### src/rtl/stopwatch_cmd_fsm.sv
// Command FSM for the UART-controlled stopwatch: merges button rising edges and
// UART command bytes into one prioritised event stream driving run/clear/lap.
module stopwatch_cmd_fsm #(
    parameter logic [7:0] CMD_RUN    = 8'h72,
    parameter logic [7:0] CMD_STOP   = 8'h73,
    parameter logic [7:0] CMD_CLR    = 8'h63,
    parameter logic [7:0] CMD_LAP    = 8'h6C,
    parameter bit         CASE_INS   = 1'b1,
    parameter int         CLR_CYCLES = 4
) (
    input  logic       clk,
    input  logic       reset,
    input  logic [7:0] i_rx_data,
    input  logic       i_rx_done,
    input  logic       btnr,
    input  logic       btnu,
    input  logic       btnl,
    output logic       o_run_on,
    output logic       o_clr_on,
    output logic       o_lap_on,
    output logic [1:0] o_state,
    output logic       o_ack
);
    localparam int               CNT_W    = $clog2(CLR_CYCLES + 1);
    localparam logic [CNT_W-1:0] CLR_LOAD = CNT_W'(CLR_CYCLES);
    localparam logic [CNT_W-1:0] CNT_ONE  = CNT_W'(1);

    typedef enum logic [1:0] {
        ST_STOP = 2'b00,
        ST_RUN  = 2'b01,
        ST_CLR  = 2'b10,
        ST_LAP  = 2'b11
    } state_t;

    typedef enum logic [2:0] {EV_NONE, EV_RUN, EV_STOP, EV_CLR, EV_LAP} event_t;

    // Clearing bit 5 maps an ASCII lower-case letter to its upper-case form.
    function automatic logic cmd_match(input logic [7:0] data, input logic [7:0] cmd);
        return (data == cmd) || (CASE_INS && (data == (cmd & 8'hDF)));
    endfunction

    // Bit order: 0 = btnr (run), 1 = btnu (clear), 2 = btnl (lap).
    logic [2:0] btn_level;
    logic [2:0] btn_edge;
    assign btn_level = {btnl, btnu, btnr};

    genvar gi;
    generate
        for (gi = 0; gi < 3; gi++) begin : g_btn_edge
            logic btn_q_reg;
            // Preset to 1 so a button held through reset produces no event.
            always_ff @(posedge clk) begin
                if (reset) btn_q_reg <= 1'b1;
                else       btn_q_reg <= btn_level[gi];
            end
            assign btn_edge[gi] = btn_level[gi] & ~btn_q_reg;
        end
    endgenerate

    event_t uart_ev_next;
    event_t uart_ev_reg;
    event_t event_sel;

    always_comb begin
        uart_ev_next = EV_NONE;
        if (i_rx_done) begin
            if      (cmd_match(i_rx_data, CMD_CLR))  uart_ev_next = EV_CLR;
            else if (cmd_match(i_rx_data, CMD_RUN))  uart_ev_next = EV_RUN;
            else if (cmd_match(i_rx_data, CMD_STOP)) uart_ev_next = EV_STOP;
            else if (cmd_match(i_rx_data, CMD_LAP))  uart_ev_next = EV_LAP;
        end
    end

    always_ff @(posedge clk) begin
        if (reset) uart_ev_reg <= EV_NONE;
        else       uart_ev_reg <= uart_ev_next;
    end

    // Any button edge wins over the UART event, even one the state ignores.
    always_comb begin
        event_sel = uart_ev_reg;
        if      (btn_edge[1]) event_sel = EV_CLR;
        else if (btn_edge[0]) event_sel = EV_RUN;
        else if (btn_edge[2]) event_sel = EV_LAP;
    end

    state_t           state_reg;
    logic [CNT_W-1:0] clr_cnt_reg;
    logic             ack_reg;

    always_ff @(posedge clk) begin
        if (reset) begin
            state_reg   <= ST_STOP;
            clr_cnt_reg <= '0;
            ack_reg     <= 1'b0;
            o_state     <= 2'b00;
            o_run_on    <= 1'b0;
            o_clr_on    <= 1'b0;
            o_lap_on    <= 1'b0;
            o_ack       <= 1'b0;
        end else begin
            ack_reg <= 1'b0;
            case (state_reg)
                ST_STOP: begin
                    if (event_sel == EV_RUN) begin
                        state_reg <= ST_RUN;
                        ack_reg   <= 1'b1;
                    end else if (event_sel == EV_CLR) begin
                        state_reg   <= ST_CLR;
                        clr_cnt_reg <= CLR_LOAD;
                        ack_reg     <= 1'b1;
                    end
                end
                ST_RUN: begin
                    if (event_sel == EV_RUN || event_sel == EV_STOP) begin
                        state_reg <= ST_STOP;
                        ack_reg   <= 1'b1;
                    end else if (event_sel == EV_LAP) begin
                        state_reg <= ST_LAP;
                        ack_reg   <= 1'b1;
                    end
                end
                ST_LAP: begin
                    if (event_sel == EV_LAP) begin
                        state_reg <= ST_RUN;
                        ack_reg   <= 1'b1;
                    end else if (event_sel == EV_RUN || event_sel == EV_STOP) begin
                        state_reg <= ST_STOP;
                        ack_reg   <= 1'b1;
                    end
                end
                ST_CLR: begin
                    // Timed exit is not an event, so it raises no ack.
                    if (clr_cnt_reg <= CNT_ONE) state_reg   <= ST_STOP;
                    else                        clr_cnt_reg <= clr_cnt_reg - CNT_ONE;
                end
                default: state_reg <= ST_STOP;
            endcase

            o_state  <= state_reg;
            o_run_on <= (state_reg == ST_RUN) || (state_reg == ST_LAP);
            o_clr_on <= (state_reg == ST_CLR);
            o_lap_on <= (state_reg == ST_LAP);
            o_ack    <= ack_reg;
        end
    end
endmodule

### config.mk
export PLATFORM = sky130hd
export DESIGN_NAME = stopwatch_cmd_fsm
export DESIGN_NICKNAME = d
export VERILOG_FILES = /design/src/rtl/stopwatch_cmd_fsm.sv
export SDC_FILE = /design/constraint.sdc
export NUM_CORES = 1
export LEC_CHECK = 0
export ABC_AREA = 1
export BUFFER_PORTS_ARGS = -buffer_cell sky130_fd_sc_hd__buf_2
export CAP_MARGIN = 30
export CORE_MARGIN = 1
export CORE_UTILIZATION = 50
export CTS_CLUSTER_DIAMETER = 40
export DETAILED_ROUTE_END_ITERATION = 8
export PLACE_DENSITY = 0.78
export SLEW_MARGIN = 20
export SYNTH_ARGS = -nofsm -noshare
export SYNTH_HDL_FRONTEND = slang
export SYNTH_SLANG_ARGS = --single-unit
### constraint.sdc
create_clock -name clk -period 1.54 [get_ports clk]
set_input_delay 0.077 -clock clk [delete_from_list [all_inputs] [get_ports clk]]
set_output_delay 0.077 -clock clk [all_outputs]
set_load 0.01 [all_outputs]
==> metrics.txt, run 1 <==
sum of buffers and inverters on the critical path=3; antenna fix cells=0; Final Cell Area=0.00104 sq mm; final setup margin=0.141 ns; number of synthesized flops with an enable pin=0; P per Cell Area=1100 mW/mm^2; # placed instances=147; wire per inst=10.0 um; Initial Util=0.557; global-route wire length before repair=2620 um; GRT busiest layer=met2; leakage=0.494 nW; Post-synth top cells=dfxtp_1, nor2_1, nand2_1; Core Region=0.00156 sq mm; sequential area share after synthesis=0.415; cell taking the most area after synthesis=dfxtp_1; Setup TNS=0 ns; CTS clock-pin slew for the worst setup and hold paths=0.10 ns; DRC viols=5; syn_nets=130; GRT met3 Usage=0.0375; CTS tree=built; Max FO, Critical Path=3; die span in x=43.7 um; RSZ-0062 raised after global routing=false; Slew Viols, Final=0; Max Buffers Root-to-Sink=2; max incr delay on CP=0.53 ns; Placement Setup Slack=0.190 ns; worst relative slew slack=0.747; initial antenna violation count=0; Die Span Y=43.7 um; shortest period the worst path allows=1.40 ns; Worst Hold Depth=3; Ys Warns=0; Synth Cell Area=868 sq um; Critical Path AT=1.60 ns; crit start category=primary input; nets=155; Synth area leaders=dfxtp_1, nor2_1, nand2_1, inv_1, nand2_4; vias in the first global route=699; ys async rst share=0; drt pass-1 iters=6; critical path's slowest cell=dlygate4sd3_1; root buffer cell=clkbuf_4; Max Freq=715 MHz; top cell type's share of synthesized area=0.415; Slew @ Worst Pin=0.379 ns; RD Place Congestion=0.750; Max Cap Viol=0; Synth Register Bits=18; post-DP HPWL=1170 um; average vias per placed instance=4.99; H-tree lvl count=1; clk_skew=0.00620 ns; Setup CP Type=primary input to flip-flop; Crit. path cell count=10; Vias=769; post-detailed-route count of antenna-violating nets=0; violated checks=DRC; Synth Flop Type=dfxtp_1; row cnt=14; Clock Latency Late Sink=0.30 ns; Finished Layout Cells=154; clock sink total=18; maximum VDD drop=0.530 mV; Gate Count Post-Synth=114; area delta synth->final=19.9%; Final Routed Wirelength=1540 um; PortBufs=18; Setup Viol. Count Final=0; share of cells above drive strength 1=0.326; met1 GRT Util=0.192; HP Class=primary input to flip-flop; met2 GRT Util=0.343; syn_area_per_cell=7.62 sq um; die area=0.00191 sq mm; final worst path period share=0.908; GR Overflow Total=0; Util after Layout=0.668; cts bufs inserted=3; final hold viol count=0; total track usage=0.187; Post-CTS Setup Bufs=0; Distinct cells, synth=24; status=complete, but fails checks; CP Data Required Time=1.74 ns; crit-path cells=dlygate4sd3_1 -> buf_2 -> nand2_1 -> nand2_1 -> inv_1 -> nand4_1 -> nand4_1 -> nand2_1 -> nor2_1 -> nor2_1; initial DRC count=15; most used cell along the critical path=nand2_1; io pins=20; Post-DP Area=975 sq um; Top Family by Delay on Critical Path=buffers and inverters; R2R cell count=10; Critical Path End Type=flip-flop; largest net degree at the start of global routing=13
-- tightest hold or removal path, cell delays in order --
cell and delay, ns:
buf_2 0.10, nand3_1 0.08, nor4_1 0.04
-- logic make-up (layout without fill, tap and decap cells) --
family	Yosys count	in the layout	share of synthesized area
compound gates	11	11	0.0865
flops	18	18	0.415
simple gates	61	61	0.369
buf+inv	21	45	0.0908
xor+xnor	1	1	0.0101
fa+ha+maj	2	2	0.0288
-- path summary, 6_finish.rpt --
kind	startpoint	end	slack (ns)
worst max-delay path	btnr	state_reg[1]	0.14
worst min-delay path	i_rx_data[3]	uart_ev_reg[2]	0.03
worst max register to register	clr_cnt_reg[1]	clr_cnt_reg[0]	0.19
worst min register to register	ack_reg	o_ack	0.42
-- timing repair --
action | in CTS | in global routing
hold buffers | 3 | 0
hold endpoints to repair | 3 | 0
resized for setup | 0 | 0
-- area by class of cell --
type / instances / area [sq um]
clock buffers: 4 / 36.3
fillers: 126 / 518
inverters: 20 / 75.1
multi-input cells: 75 / 429
flip-flops and latches: 18 / 360
well taps: 16 / 20.0
repair buffers: 21 / 120
-- placed cells by master (no fill, tap or decap), types with 4 or more instances in the layout --
cell type,n
nor2_1,18
dfxtp_1,18
buf_2,18
nand2_1,15
inv_1,13
inv_2,7
nand3_1,5
a21oi_1,5
nor3_1,4
nand4_1,4
-- power by group --
part	switching [mW]	internal [mW]
sequential	0.0353	0.516
combinational	0.186	0.114
clock	0.145	0.144
-- through the flow --
stage	total power [mW]	hold slack, ns
after floorplan	0.776	0.153
after global placement	0.844	0.272
after detailed placement	0.852	0.274
after CTS	1.15	0.0257
after global routing	1.21	0.0479
final	1.14	0.0350
-- metal layers --
metal | share of wire | vias to the layer above
met4 | 0.032 | 0
met3 | 0.044 | 5
met2 | 0.49 | 26
met1 | 0.43 | 328
li1 | - | 410
met5 | 0 | -
No activity file was read; power rests on OpenSTA's default activity.
==> run 2: changes to the inputs <==
--- a/config.mk
+++ b/config.mk
@@ -13,6 +13,7 @@
 export CTS_CLUSTER_DIAMETER = 40
 export DETAILED_ROUTE_END_ITERATION = 8
 export PLACE_DENSITY = 0.78
+export RECOVER_POWER = 50
 export SLEW_MARGIN = 20
 export SYNTH_ARGS = -nofsm -noshare
 export SYNTH_HDL_FRONTEND = slang
==> run 2 against run 1 <==
Net effect: the run still ends with DRC left; core utilization fell by 0.64 points; critical path depth unchanged; clock-buffer cell count is the same; wire length is 0.45% higher; largest power group unchanged; highest routed layer unchanged.
==> metrics.txt, run 2 (same netlist as run 1, synthesis figures left out) <==
vias in the first global route=699; area delta synth->final=18.7%; Initial Util=0.557; average vias per placed instance=4.99; Top Family by Delay on Critical Path=buffers and inverters; CTS clock-pin slew for the worst setup and hold paths=0.10 ns; Core Region=0.00156 sq mm; leakage=0.465 nW; status=complete, but fails checks; maximum VDD drop=0.524 mV; die area=0.00191 sq mm; wire per inst=10.0 um; largest net degree at the start of global routing=13; most used cell along the critical path=nand2_1; Crit. path cell count=10; Slew Viols, Final=0; share of cells above drive strength 1=0.261; PortBufs=18; antenna fix cells=0; Die Span Y=43.7 um; GR Overflow Total=0; P per Cell Area=1100 mW/mm^2; clk_skew=0.00758 ns; Pwr Total=1.13 mW; root buffer cell=clkbuf_4; Critical Path AT=1.58 ns; clock sink total=18; shortest period the worst path allows=1.39 ns; max incr delay on CP=0.53 ns; drt pass-1 iters=6; R2R cell count=10; Critical Path End Type=flip-flop; Worst Hold Depth=3; CP Data Required Time=1.74 ns; Max FO, Critical Path=3; io pins=20; Setup TNS=0 ns; fillers=134; Setup CP Type=primary input to flip-flop; RD Place Congestion=0.750; Slew @ Worst Pin=0.464 ns; sum of buffers and inverters on the critical path=3; Max Buffers Root-to-Sink=2; DRC viols=5; Clock Latency Late Sink=0.30 ns; final worst path period share=0.900; Post-CTS Setup Bufs=0; RSZ-0062 raised after global routing=false; commonest cells after routing, fill and taps aside=nor2_1, dfxtp_1, nand2_1; die span in x=43.7 um; crit-path cells=dlygate4sd3_1 -> clkbuf_1 -> nand2_1 -> nand2_1 -> inv_1 -> nand4_1 -> nand4_1 -> nand2_1 -> nor2_1 -> nor2_1; global-route wire length before repair=2620 um; Final Routed Wirelength=1550 um; nets=155; Vias=768; critical path's slowest cell=dlygate4sd3_1; post-CTS sizing=0; final hold viol count=0; crit start category=primary input; CTS tree=built; initial antenna violation count=0; initial DRC count=15; Max Cap Viol=0; HP Class=primary input to flip-flop; row cnt=14; violated checks=DRC; Max Freq=722 MHz; worst relative slew slack=0.691; total track usage=0.187; post-DP HPWL=1170 um; post-detailed-route count of antenna-violating nets=0; final hold slack=0.0346 ns; Setup Viol. Count Final=0; H-tree lvl count=1; cts bufs inserted=3
run 2: path summary, 6_finish.rpt:
| path | startpoint | end | slack (ns) |
|---|---|---|---|
| worst max register to register | clr_cnt_reg[1] | clr_cnt_reg[0] | 0.19 |
| worst min register to register | ack_reg | o_ack | 0.42 |
| worst min-delay path | i_rx_data[3] | uart_ev_reg[2] | 0.03 |
| worst max-delay path | btnr | state_reg[1] | 0.15 |
run 2: cell type report:
class	count	area [sq um]	area share
Inverter	20	75.1	0.0728
Sequential cell	18	360	0.350
Tap cell	16	20.0	0.0194
Multi-Input combinational cell	75	429	0.416
Clock buffer	4	36.3	0.0352
Timing Repair Buffer	21	110	0.107
run 2: stage by stage:
stage          utilization  cells  cell area, sq um  setup slack [ns]
2_1_floorplan            -    114               868             0.321
3_3_place_gp         0.625    147               975             0.252
3_5_place_dp         0.625    147               975             0.190
4_1_cts              0.668    154              1040             0.160
5_1_grt              0.661    154              1030            0.0651
6_report             0.661    154              1030             0.154
run 2: worst register-to-register path, cell delays in order, from the launching register on:
cell     delay, ns
dfxtp_1       0.34
inv_1         0.07
ha_1          0.17
a21oi_1       0.13
nor2_1        0.08
nor2_4        0.13
inv_2         0.04
nand2_2       0.09
inv_2         0.04
a21oi_1       0.11
nor2_1        0.05
run 2: routing by layer:
metal,GRT usage,vias to the layer above,part of all wire
li1,-,409,-
met3,0.0375,5,0.043
met5,0,-,0
met2,0.343,26,0.49
met4,0.113,0,0.032
met1,0.192,328,0.44
run 2: power breakdown:
part	internal, mW	total (mW)	switching [mW]	leakage [nW]
clock network	0.144	0.288	0.144	0.0210
registers	0.516	0.550	0.0347	0.147
logic	0.108	0.294	0.186	0.297
total	0.768	1.13	0.364	0.465
run 2: timing repair:
| item | in CTS | in global routing |
|---|---|---|
| hold buffers | 3 | 0 |
| setup endpoints to repair | 0 | 0 |
| endpoints found under the hold margin | 3 | 0 |
==> run 3: changes to the inputs <==
--- a/config.mk
+++ b/config.mk
@@ -8,12 +8,14 @@
 export ABC_AREA = 1
 export BUFFER_PORTS_ARGS = -buffer_cell sky130_fd_sc_hd__buf_2
 export CAP_MARGIN = 30
+export CELL_PAD_IN_SITES_DETAIL_PLACEMENT = 0
+export CELL_PAD_IN_SITES_GLOBAL_PLACEMENT = 1
+export CORE_ASPECT_RATIO = 0.7
 export CORE_MARGIN = 1
-export CORE_UTILIZATION = 50
+export CORE_UTILIZATION = 37
 export CTS_CLUSTER_DIAMETER = 40
 export DETAILED_ROUTE_END_ITERATION = 8
-export PLACE_DENSITY = 0.78
-export RECOVER_POWER = 50
+export PLACE_DENSITY = 0.79
 export SLEW_MARGIN = 20
 export SYNTH_ARGS = -nofsm -noshare
 export SYNTH_HDL_FRONTEND = slang
==> run 3 against run 2 <==
Net effect: highest routed layer unchanged; largest power group unchanged; sequential share of layout area decreased by 0.99 points; total power increased by 0.50%; the flow now finishes without violations; largest cell class unchanged; wire length increased by 0.71%; maximum frequency increased by 3.5%.
==> metrics.txt, run 3 (same netlist as run 1, synthesis figures left out) <==
Reg power frac=0.485; Max Cap Viol=0; initial DRC count=22; hold path startpoint=btnl; Slew @ Worst Pin=0.387 ns; clk_skew=0.00538 ns; cts bufs inserted=3; Initial Util=0.397; Max Buffers Root-to-Sink=2; PortBufs=18; Worst Hold Depth=2; R2R cell count=10; Max FO, Critical Path=3; wire per inst=9.16 um; initial antenna violation count=0; post-detailed-route count of antenna-violating nets=0; final hold viol count=0; clock sink total=18; H-tree lvl count=1; Pint=0.774 mW; Sw Ratio=0.320; Util after Layout=0.485; total track usage=0.148; antenna fix cells=0; part of the power in the clock network=0.249; root buffer cell=clkbuf_4; global-route wire length before repair=2800 um; average vias per placed instance=4.35; CP Data Required Time=1.74 ns; worst relative slew slack=0.741; worst r2r dst=clr_cnt_reg[0]; HP Class=primary input to flip-flop; Setup TNS=0 ns; Vias=739; die span in x=59.9 um; DRC viols=0; Critical Path End Type=flip-flop; row cnt=14; P per Cell Area=1070 mW/mm^2; Worst Hold End=g_btn_edge[2].btn_q_reg; drt pass-1 iters=4; Critical R2R Launch=clr_cnt_reg[1]; RSZ-0062 raised after global routing=false; leakage=0.494 nW; GR Overflow Total=0; Critical Path AT=1.54 ns; die area=0.00255 sq mm; post-DP HPWL=1250 um; vias in the first global route=687; reg-to-reg slack, setup=0.21 ns; area delta synth->final=22.2%; final worst path period share=0.870; Final Routed Wirelength=1560 um; io pins=20; maximum VDD drop=0.415 mV; shortest period the worst path allows=1.34 ns; Setup CP Type=primary input to flip-flop; CTS clock-pin slew for the worst setup and hold paths=0.10 ns; Slew Viols, Final=0; Core Region=0.00219 sq mm; post-CTS sizing=0; commonest cells after routing, fill and taps aside=nor2_1, dfxtp_1, buf_2; Logic pwr share=0.266; Setup Viol. Count Final=0; final hold slack=0.0267 ns; crit start category=primary input; status=finished clean; Die Span Y=42.5 um; share of cells above drive strength 1=0.326; nets=155; CTS tree=built; largest net degree at the start of global routing=13; Clock Latency Late Sink=0.29 ns; Max Freq=747 MHz; Psw=0.364 mW; RD Place Congestion=0.782
run 3: cell types whose count changed in the layout (fill, tap and decap cells not counted):
cell      previous run  this run
buf_2               10        18
clkbuf_1             8         0
inv_1               14        13
inv_2                6         7
run 3: repair_timing:
| item | CTS | global route |
|---|---|---|
| setup buffers | 0 | 0 |
| endpoints found under the hold margin | 3 | 0 |
| hold buffers | 3 | 0 |
run 3: area by class of cell:
cell class                 count  area, sq um
inverter                      20         75.1
multi-input combinational     75          429
tap                           32         40.0
sequential                    18          360
fill                         226         1130
timing repair buffer          21          120
clock buffer                   4         36.3
run 3: metrics by stage:
step,std cells,worst slack (ns),total power [mW],instance area [sq um]
floorplan,114,0.321,0.776,868
global placement,163,0.235,0.854,995
detailed placement,163,0.225,0.858,995
CTS,170,0.209,1.15,1060
global route,170,0.0669,1.22,1060
finish,170,0.201,1.14,1060
run 3: how the worst max path moves through the flow:
stage | start | end | depth (start not counted)
5_1_grt | btnr | state_reg[0] | 10
4_1_cts | clr_cnt_reg[1] | clr_cnt_reg[0] | 10
2_1_floorplan | clr_cnt_reg[1] | clr_cnt_reg[0] | 10
3_3_place_gp | clr_cnt_reg[1] | clr_cnt_reg[0] | 10
3_5_place_dp | clr_cnt_reg[1] | clr_cnt_reg[0] | 10
6_report | btnr | state_reg[0] | 10
run 3: power by group through the flow:
| stage | sequential, mW | combinational, mW | clock, mW |
|---|---|---|---|
| after global placement | 0.560 | 0.294 | 0 |
| after global routing | 0.558 | 0.347 | 0.314 |
| after floorplan | 0.566 | 0.209 | 0 |
| final | 0.552 | 0.303 | 0.283 |
| after CTS | 0.552 | 0.303 | 0.292 |
| after detailed placement | 0.563 | 0.296 | 0 |
run 3: critical path, stage by stage:
cell	delay, ns
dlygate4sd3_1	0.53
buf_2	0.12
nand2_1	0.09
nand2_1	0.08
inv_1	0.11
nand4_1	0.15
nand3_1	0.15
nand3_1	0.08
nor2_1	0.10
nor2_1	0.04
run 3: routing by layer:
metal	up-vias	wire, um	global-route usage
met4	0	19	0.0419
met3	2	99	0.0556
li1	408	-	-
met2	31	649	0.233
met1	298	791	0.186
met5	-	0	0
